**config.mk**
```make
export PLATFORM = sky130hd
export DESIGN_NAME = wave_capture_ctrl
export DESIGN_NICKNAME = d
export VERILOG_FILES = /design/src/rtl/wave_pkg.sv /design/src/rtl/wave_trigger_detect.sv /design/src/rtl/wave_capture_ctrl.sv
export SDC_FILE = /design/constraint.sdc
export NUM_CORES = 1
export LEC_CHECK = 0
export CORE_ASPECT_RATIO = 0.5
export CORE_MARGIN = 5
export CORE_UTILIZATION = 54
export DETAILED_ROUTE_END_ITERATION = 10
export PLACE_DENSITY = 0.86
export SYNTH_ARGS = -nofsm -noshare
export SYNTH_HDL_FRONTEND = slang
export SYNTH_HIERARCHICAL = 1
export SYNTH_SLANG_ARGS = --single-unit
```
**constraint.sdc**
```tcl
create_clock -name CLK_VGA -period 3.2 [get_ports CLK_VGA]
set_input_delay 0.8 -clock CLK_VGA [delete_from_list [all_inputs] [get_ports CLK_VGA]]
set_output_delay 0.8 -clock CLK_VGA [all_outputs]
set_load 0.01 [all_outputs]
```
**src/rtl/wave_pkg.sv**
```systemverilog
// Shared definitions for the waveform capture path and the drawing blocks.
package wave_pkg;

    localparam int DEPTH      = 1280;
    localparam int AW         = 11;
    localparam int DW         = 10;
    localparam int TRIG_LEVEL = 512;

    typedef enum logic [1:0] {
        ST_IDLE    = 2'd0,
        ST_ARMED   = 2'd1,
        ST_CAPTURE = 2'd2,
        ST_HOLD    = 2'd3
    } wave_state_e;

endpackage

```
**src/rtl/wave_trigger_detect.sv**
```systemverilog
// Level-crossing trigger with auto-trigger timeout; evaluates one sample per strobe.
module wave_trigger_detect #(
    parameter int DW         = 10,
    parameter int TRIG_LEVEL = 512,
    parameter int TIMEOUT    = 4000
) (
    input  logic          CLK_VGA,
    input  logic          rst_n,
    input  logic          clear,
    input  logic          enable,
    input  logic          strobe,
    input  logic [DW-1:0] sample,
    input  logic          slope,
    output logic          trig_hit,
    output logic          is_auto
);

    localparam int CW = $clog2(TIMEOUT + 1);
    localparam logic [DW-1:0] LEVEL    = DW'(TRIG_LEVEL);
    localparam logic [CW-1:0] TO_LAST  = CW'(TIMEOUT - 1);

    logic [DW-1:0] prev_sample_q, prev_sample_d;
    logic          prev_valid_q, prev_valid_d;
    logic [CW-1:0] to_cnt_q, to_cnt_d;
    logic          crossed;
    logic          timed_out;

    always_comb begin
        prev_sample_d = prev_sample_q;
        prev_valid_d  = prev_valid_q;
        to_cnt_d      = to_cnt_q;
        trig_hit      = 1'b0;
        is_auto       = 1'b0;
        crossed       = slope ? (prev_sample_q >= LEVEL && sample < LEVEL)
                              : (prev_sample_q < LEVEL && sample >= LEVEL);
        timed_out     = (to_cnt_q == TO_LAST);
        if (clear) begin
            prev_valid_d = 1'b0;
            to_cnt_d     = '0;
        end else if (enable && strobe) begin
            prev_sample_d = sample;
            prev_valid_d  = 1'b1;
            // The loading strobe has no reference sample, so it neither triggers nor counts.
            if (prev_valid_q) begin
                trig_hit = crossed || timed_out;
                is_auto  = !crossed && timed_out;
                to_cnt_d = trig_hit ? '0 : to_cnt_q + CW'(1);
            end
        end
    end

    always_ff @(posedge CLK_VGA or negedge rst_n) begin
        if (!rst_n) begin
            prev_sample_q <= '0;
            prev_valid_q  <= 1'b0;
            to_cnt_q      <= '0;
        end else begin
            prev_sample_q <= prev_sample_d;
            prev_valid_q  <= prev_valid_d;
            to_cnt_q      <= to_cnt_d;
        end
    end

endmodule

```
**src/rtl/wave_capture_ctrl.sv**
```systemverilog
// Triggered single-frame capture into the waveform sample RAM, with frame-count hold and freeze.
module wave_capture_ctrl
    import wave_pkg::*;
#(
    parameter int DEPTH       = wave_pkg::DEPTH,
    parameter int AW          = wave_pkg::AW,
    parameter int DW          = wave_pkg::DW,
    parameter int TRIG_LEVEL  = wave_pkg::TRIG_LEVEL,
    parameter int TIMEOUT     = 4000,
    parameter int HOLD_FRAMES = 2
) (
    input  logic          CLK_VGA,
    input  logic          rst_n,
    input  logic          sample_strobe,
    input  logic [DW-1:0] wave_sample,
    input  logic          trig_slope,
    input  logic          freeze,
    input  logic          rearm,
    input  logic          frame_start,
    output logic          mem_we,
    output logic [AW-1:0] mem_waddr,
    output logic [DW-1:0] mem_wdata,
    output logic          capturing,
    output logic          triggered,
    output logic          auto_trig,
    output logic [1:0]    state_o
);

    localparam int FW = $clog2(HOLD_FRAMES + 1);
    localparam logic [AW-1:0] LAST_ADDR = AW'(DEPTH - 1);
    localparam logic [FW-1:0] HOLD_CNT  = FW'(HOLD_FRAMES);

    wave_state_e   state_q, state_d;
    logic [AW-1:0] addr_cnt_q, addr_cnt_d;
    logic [FW-1:0] frame_cnt_q, frame_cnt_d;
    logic          mem_we_q, mem_we_d;
    logic [AW-1:0] mem_waddr_q, mem_waddr_d;
    logic [DW-1:0] mem_wdata_q, mem_wdata_d;
    logic          triggered_q, triggered_d;
    logic          auto_trig_q, auto_trig_d;
    logic          trig_hit;
    logic          is_auto;

    // The detector only observes samples while armed; anywhere else its history is flushed.
    wave_trigger_detect #(
        .DW         (DW),
        .TRIG_LEVEL (TRIG_LEVEL),
        .TIMEOUT    (TIMEOUT)
    ) u_trig (
        .CLK_VGA  (CLK_VGA),
        .rst_n    (rst_n),
        .clear    (rearm || state_q != ST_ARMED),
        .enable   (state_q == ST_ARMED),
        .strobe   (sample_strobe),
        .sample   (wave_sample),
        .slope    (trig_slope),
        .trig_hit (trig_hit),
        .is_auto  (is_auto)
    );

    always_comb begin
        state_d     = state_q;
        addr_cnt_d  = addr_cnt_q;
        frame_cnt_d = frame_cnt_q;
        mem_we_d    = 1'b0;
        mem_waddr_d = mem_waddr_q;
        mem_wdata_d = mem_wdata_q;
        triggered_d = triggered_q;
        auto_trig_d = auto_trig_q;
        if (rearm) begin
            state_d     = ST_ARMED;
            addr_cnt_d  = '0;
            frame_cnt_d = '0;
            triggered_d = 1'b0;
        end else begin
            case (state_q)
                ST_IDLE: state_d = ST_ARMED;
                ST_ARMED: begin
                    if (trig_hit) begin
                        state_d     = ST_CAPTURE;
                        triggered_d = 1'b1;
                        auto_trig_d = is_auto;
                        mem_we_d    = 1'b1;
                        mem_waddr_d = '0;
                        mem_wdata_d = wave_sample;
                        addr_cnt_d  = AW'(1);
                    end
                end
                ST_CAPTURE: begin
                    if (sample_strobe) begin
                        mem_we_d    = 1'b1;
                        mem_waddr_d = addr_cnt_q;
                        mem_wdata_d = wave_sample;
                        if (addr_cnt_q == LAST_ADDR) begin
                            state_d     = ST_HOLD;
                            addr_cnt_d  = '0;
                            frame_cnt_d = '0;
                        end else begin
                            addr_cnt_d = addr_cnt_q + AW'(1);
                        end
                    end
                end
                ST_HOLD: begin
                    // Saturate so a long freeze still re-arms right after release.
                    if (frame_start && frame_cnt_q != HOLD_CNT) begin
                        frame_cnt_d = frame_cnt_q + FW'(1);
                    end
                    if (frame_cnt_q == HOLD_CNT && !freeze) begin
                        state_d     = ST_ARMED;
                        triggered_d = 1'b0;
                    end
                end
                default: state_d = ST_IDLE;
            endcase
        end
    end

    always_ff @(posedge CLK_VGA or negedge rst_n) begin
        if (!rst_n) begin
            state_q     <= ST_IDLE;
            addr_cnt_q  <= '0;
            frame_cnt_q <= '0;
            mem_we_q    <= 1'b0;
            mem_waddr_q <= '0;
            mem_wdata_q <= '0;
            triggered_q <= 1'b0;
            auto_trig_q <= 1'b0;
        end else begin
            state_q     <= state_d;
            addr_cnt_q  <= addr_cnt_d;
            frame_cnt_q <= frame_cnt_d;
            mem_we_q    <= mem_we_d;
            mem_waddr_q <= mem_waddr_d;
            mem_wdata_q <= mem_wdata_d;
            triggered_q <= triggered_d;
            auto_trig_q <= auto_trig_d;
        end
    end

    assign mem_we    = mem_we_q;
    assign mem_waddr = mem_waddr_q;
    assign mem_wdata = mem_wdata_q;
    assign capturing = (state_q == ST_CAPTURE);
    assign triggered = triggered_q;
    assign auto_trig = auto_trig_q;
    assign state_o   = state_q;

endmodule

```
==> flow_metrics.py <==
metrics = {
    "pwr": {
        "p_sw_frac": 0.316,
        "combPwrFrac": 0.367,
        "seqPwrFrac": 0.405,
        "power_mw": 2.09,
        "p_clk_frac": 0.228,
        "power.internal_mw": 1.43,
        "vdd_drop_max_v": 0.000306,
        "leakage_nw": 1.40,
        "switchingPower_uw": 662,
        "powerDensity_nw_per_um2": 595,
    },
    "synth": {
        "yosysTopAreaCell": "dfrtp_1",
        "synth.distinct_cells": 59,
        "synth-main-ff-cell": "dfrtp_1",
        "ys_top_cells_by_count": "dfrtp_1 (53), nand2_1 (26), inv_1 (21), nor2_1 (17), nand3_1 (16)",
        "synth-seq-cells": 53,
        "synth_area_per_cell_um2": 9.98,
        "ys.warnings.count": 6,
        "synth_area_um2": 2910,
        "yosysSeqAreaShare": 0.455,
        "synthesis.nets": 316,
        "synth_area_leaders": "dfrtp_1 (46%), mux2_2 (5.0%), mux2i_1 (4.1%)",
        "synth_top_area_frac": 0.455,
        "synth_edf_count": 0,
        "synth_most_common_cell": "dfrtp_1",
        "netlist_instances": 292,
        "ys_async_sr_fraction": 1.00,
    },
    "timing": {
        "fmax_ghz": 0.360,
        "rsz0062_at_grt": "no",
        "worstMarginPinSlew_ns": 0.673,
        "setup_viol": 0,
        "setup_tns_ns": 0,
        "skew_ns": 0.00677,
        "finalCriticalPeriod_ns": 2.78,
        "finalCritPeriodShare": 0.868,
        "hold_violations": 0,
        "max-slew-margin-rel": 0.551,
        "drv_slew": 0,
    },
    "critical_path": {
        "slowest_stage": "clkdlybuf4s50_1",
        "r2r-end": "state_o[1]",
        "path_buf_inv": 1,
        "cpPeakStageDelay_ns": 0.42,
        "crit_fanout": 5,
        "cp_cell_sequence": "clkdlybuf4s50_1 > nand2b_1 > nand4b_1 > a21oi_1 > nand2b_1 > a21boi_0 > o22ai_2 > mux2_4",
        "rrSetupSlack_ns": 0.46,
        "r2r_start": "state_o[1]",
        "end_kind": "flop",
        "worst_path_most_repeated_cell": "nand2b_1",
        "crit_arrival_ns": 2.98,
        "start_kind": "input port",
        "criticalPathCategory": "in2reg",
        "reg2regPathDepth": 9,
        "required_ns": 3.40,
        "critPathTopFamily": "compound AO/OA/AOI/OAI gates",
    },
    "floorplan": {
        "die_height_um": 61.9,
        "die_x_um": 114,
        "io_pins": 44,
        "rows": 18,
        "initial_utilization": 0.575,
        "core_um2": 5070,
        "dieArea_um2": 7050,
    },
    "cells_and_area": {
        "antennaDiodeCount": 0,
        "stdcell_area_um2": 3510,
        "area.growth.synth_to_final_pct": 20.6,
        "final_nets": 360,
        "drive_gt1_frac": 0.125,
        "fill_cells": 379,
        "fin_util": 0.694,
    },
    "clocking": {
        "clk_pin_slew_ns": 0.10,
        "cts_hold_buf": 0,
        "clockBufferDepth": 2,
        "cts_setup_buffers": 0,
        "clockRootBuffer": "clkbuf_8",
        "clock-sinks": 53,
        "cts_buffers": 5,
        "cts_tree": "done",
        "h-tree-depth": 2,
        "clk_latency_ns": 0.31,
        "cts_resized": 0,
    },
    "global_routing": {
        "gr-total-overflow": 0,
        "grt_pass1_wl_um": 11200,
        "antenna_found_initial": 0,
        "grt_max_degree": 54,
        "grt_pass1_vias": 2459,
        "grt_use_total": 0.198,
    },
    "detailed_routing": {
        "first_pass_iters": 5,
        "viasPerCell": 5.95,
        "routed_wl_um": 6500,
        "drt_iter0_markers": 112,
        "ant_nets": 0,
        "drc_errors": 0,
        "wl_per_cell_um": 16.0,
        "num_vias": 2420,
    },
    "hold_path": {
        "hold_path_end": "auto_trig",
        "min-delay-start": "auto_trig",
        "holdPathStages": 1,
        "worst_hold_path_type": "reg2reg",
    },
    "placed_design": {
        "hpwl_um": 4600,
        "gp_congestion": 0.838,
        "placed_area_um2": 3400,
        "port_buffers": 43,
    },
    "run_status": {
        "status": "complete, no violations",
    },
    "job": {
        "cap_violations": 0,
    },
}
worst max path at each step:
stage,slack (ns),startpoint,cells after the start,to
after global placement,0.26,rearm,8,state_o[1]
after global routing,0.25,state_o[1],9,state_o[1]
after CTS,0.48,rearm,8,state_o[1]
after detailed placement,0.16,rearm,8,state_o[1]
final,0.42,rearm,8,state_o[1]
after floorplan,0.58,rearm,8,state_o[1]
power by group through the flow:
stage / combinational, mW / clock, mW / sequential, mW
floorplan: 0.411 / 0 / 0.892
global placement: 0.733 / 0 / 0.854
detailed placement: 0.771 / 0 / 0.858
CTS: 0.772 / 0.480 / 0.846
global route: 0.833 / 0.511 / 0.860
finish: 0.768 / 0.476 / 0.847
sequential cells by signal, indices dropped and copies added, names as in the netlist, 2 cells and up:
| signal | count |
|---|---|
| mem_wdata | 10 |
| state_o | 2 |
| frame_cnt_q | 2 |
| u_trig/to_cnt_q | 12 |
| addr_cnt_q | 11 |
| mem_waddr | 11 |
per-layer routing:
layer	vias up	global-route usage	share of wire
li1	1157	-	-
met4	0	0.0660	0.022
met5	-	0	0
met1	1186	0.233	0.43
met2	59	0.372	0.51
met3	18	0.0474	0.042
layout by cell type, fill, tap and decap left out, types with 6 or more instances in the layout:
cell              n
nand2b_1          8
clkbuf_8          6
a31oi_1          15
clkdlybuf4s50_1  42
dfrtp_1          53
mux2_2           13
nand3_1          16
buf_4             8
nor2_1           17
nand2_1          26
o21ai_0          12
a21oi_1           9
ha_1              7
inv_1            21
mux2i_1          12
cells by family after synthesis:
kind of cell / count (synthesis) / synth area share
AND/OR/NAND/NOR: 101 / 0.192
AO/OA/AOI/OAI: 69 / 0.162
flip-flops: 53 / 0.455
buffers and inverters: 36 / 0.0644
multiplexers: 26 / 0.0966
adder cells (fa/ha/maj): 7 / 0.0301
worst register-to-register path: cells and delay by family, from the launching register on:
family,cells,cell delay (ns)
AO/OA/AOI/OAI,3,0.75
adder cells (fa/ha/maj),1,0.36
buffers and inverters,1,0.10
flip-flops,1,0.44
multiplexers,1,0.32
AND/OR/NAND/NOR,3,0.66
final cells by class:
| type | count | area (um^2) | area share |
|---|---|---|---|
| flip-flops and latches | 53 | 1330 | 0.377 |
| repair buffers | 52 | 505 | 0.144 |
| inverters | 21 | 78.8 | 0.0224 |
| well taps | 70 | 87.6 | 0.0249 |
| clock inverters | 1 | 30.0 | 0.00854 |
| clock buffers | 7 | 86.3 | 0.0246 |
| multi-input cells | 203 | 1400 | 0.398 |
through the flow:
stage	worst slack [ns]	hold slack (ns)	instances
floorplan	0.582	0.450	292
global placement	0.261	0.471	399
detailed placement	0.156	0.495	399
CTS	0.476	0.516	407
global route	0.254	0.542	407
finish	0.422	0.511	407
Note: power is estimated with default switching activity, not from simulation.
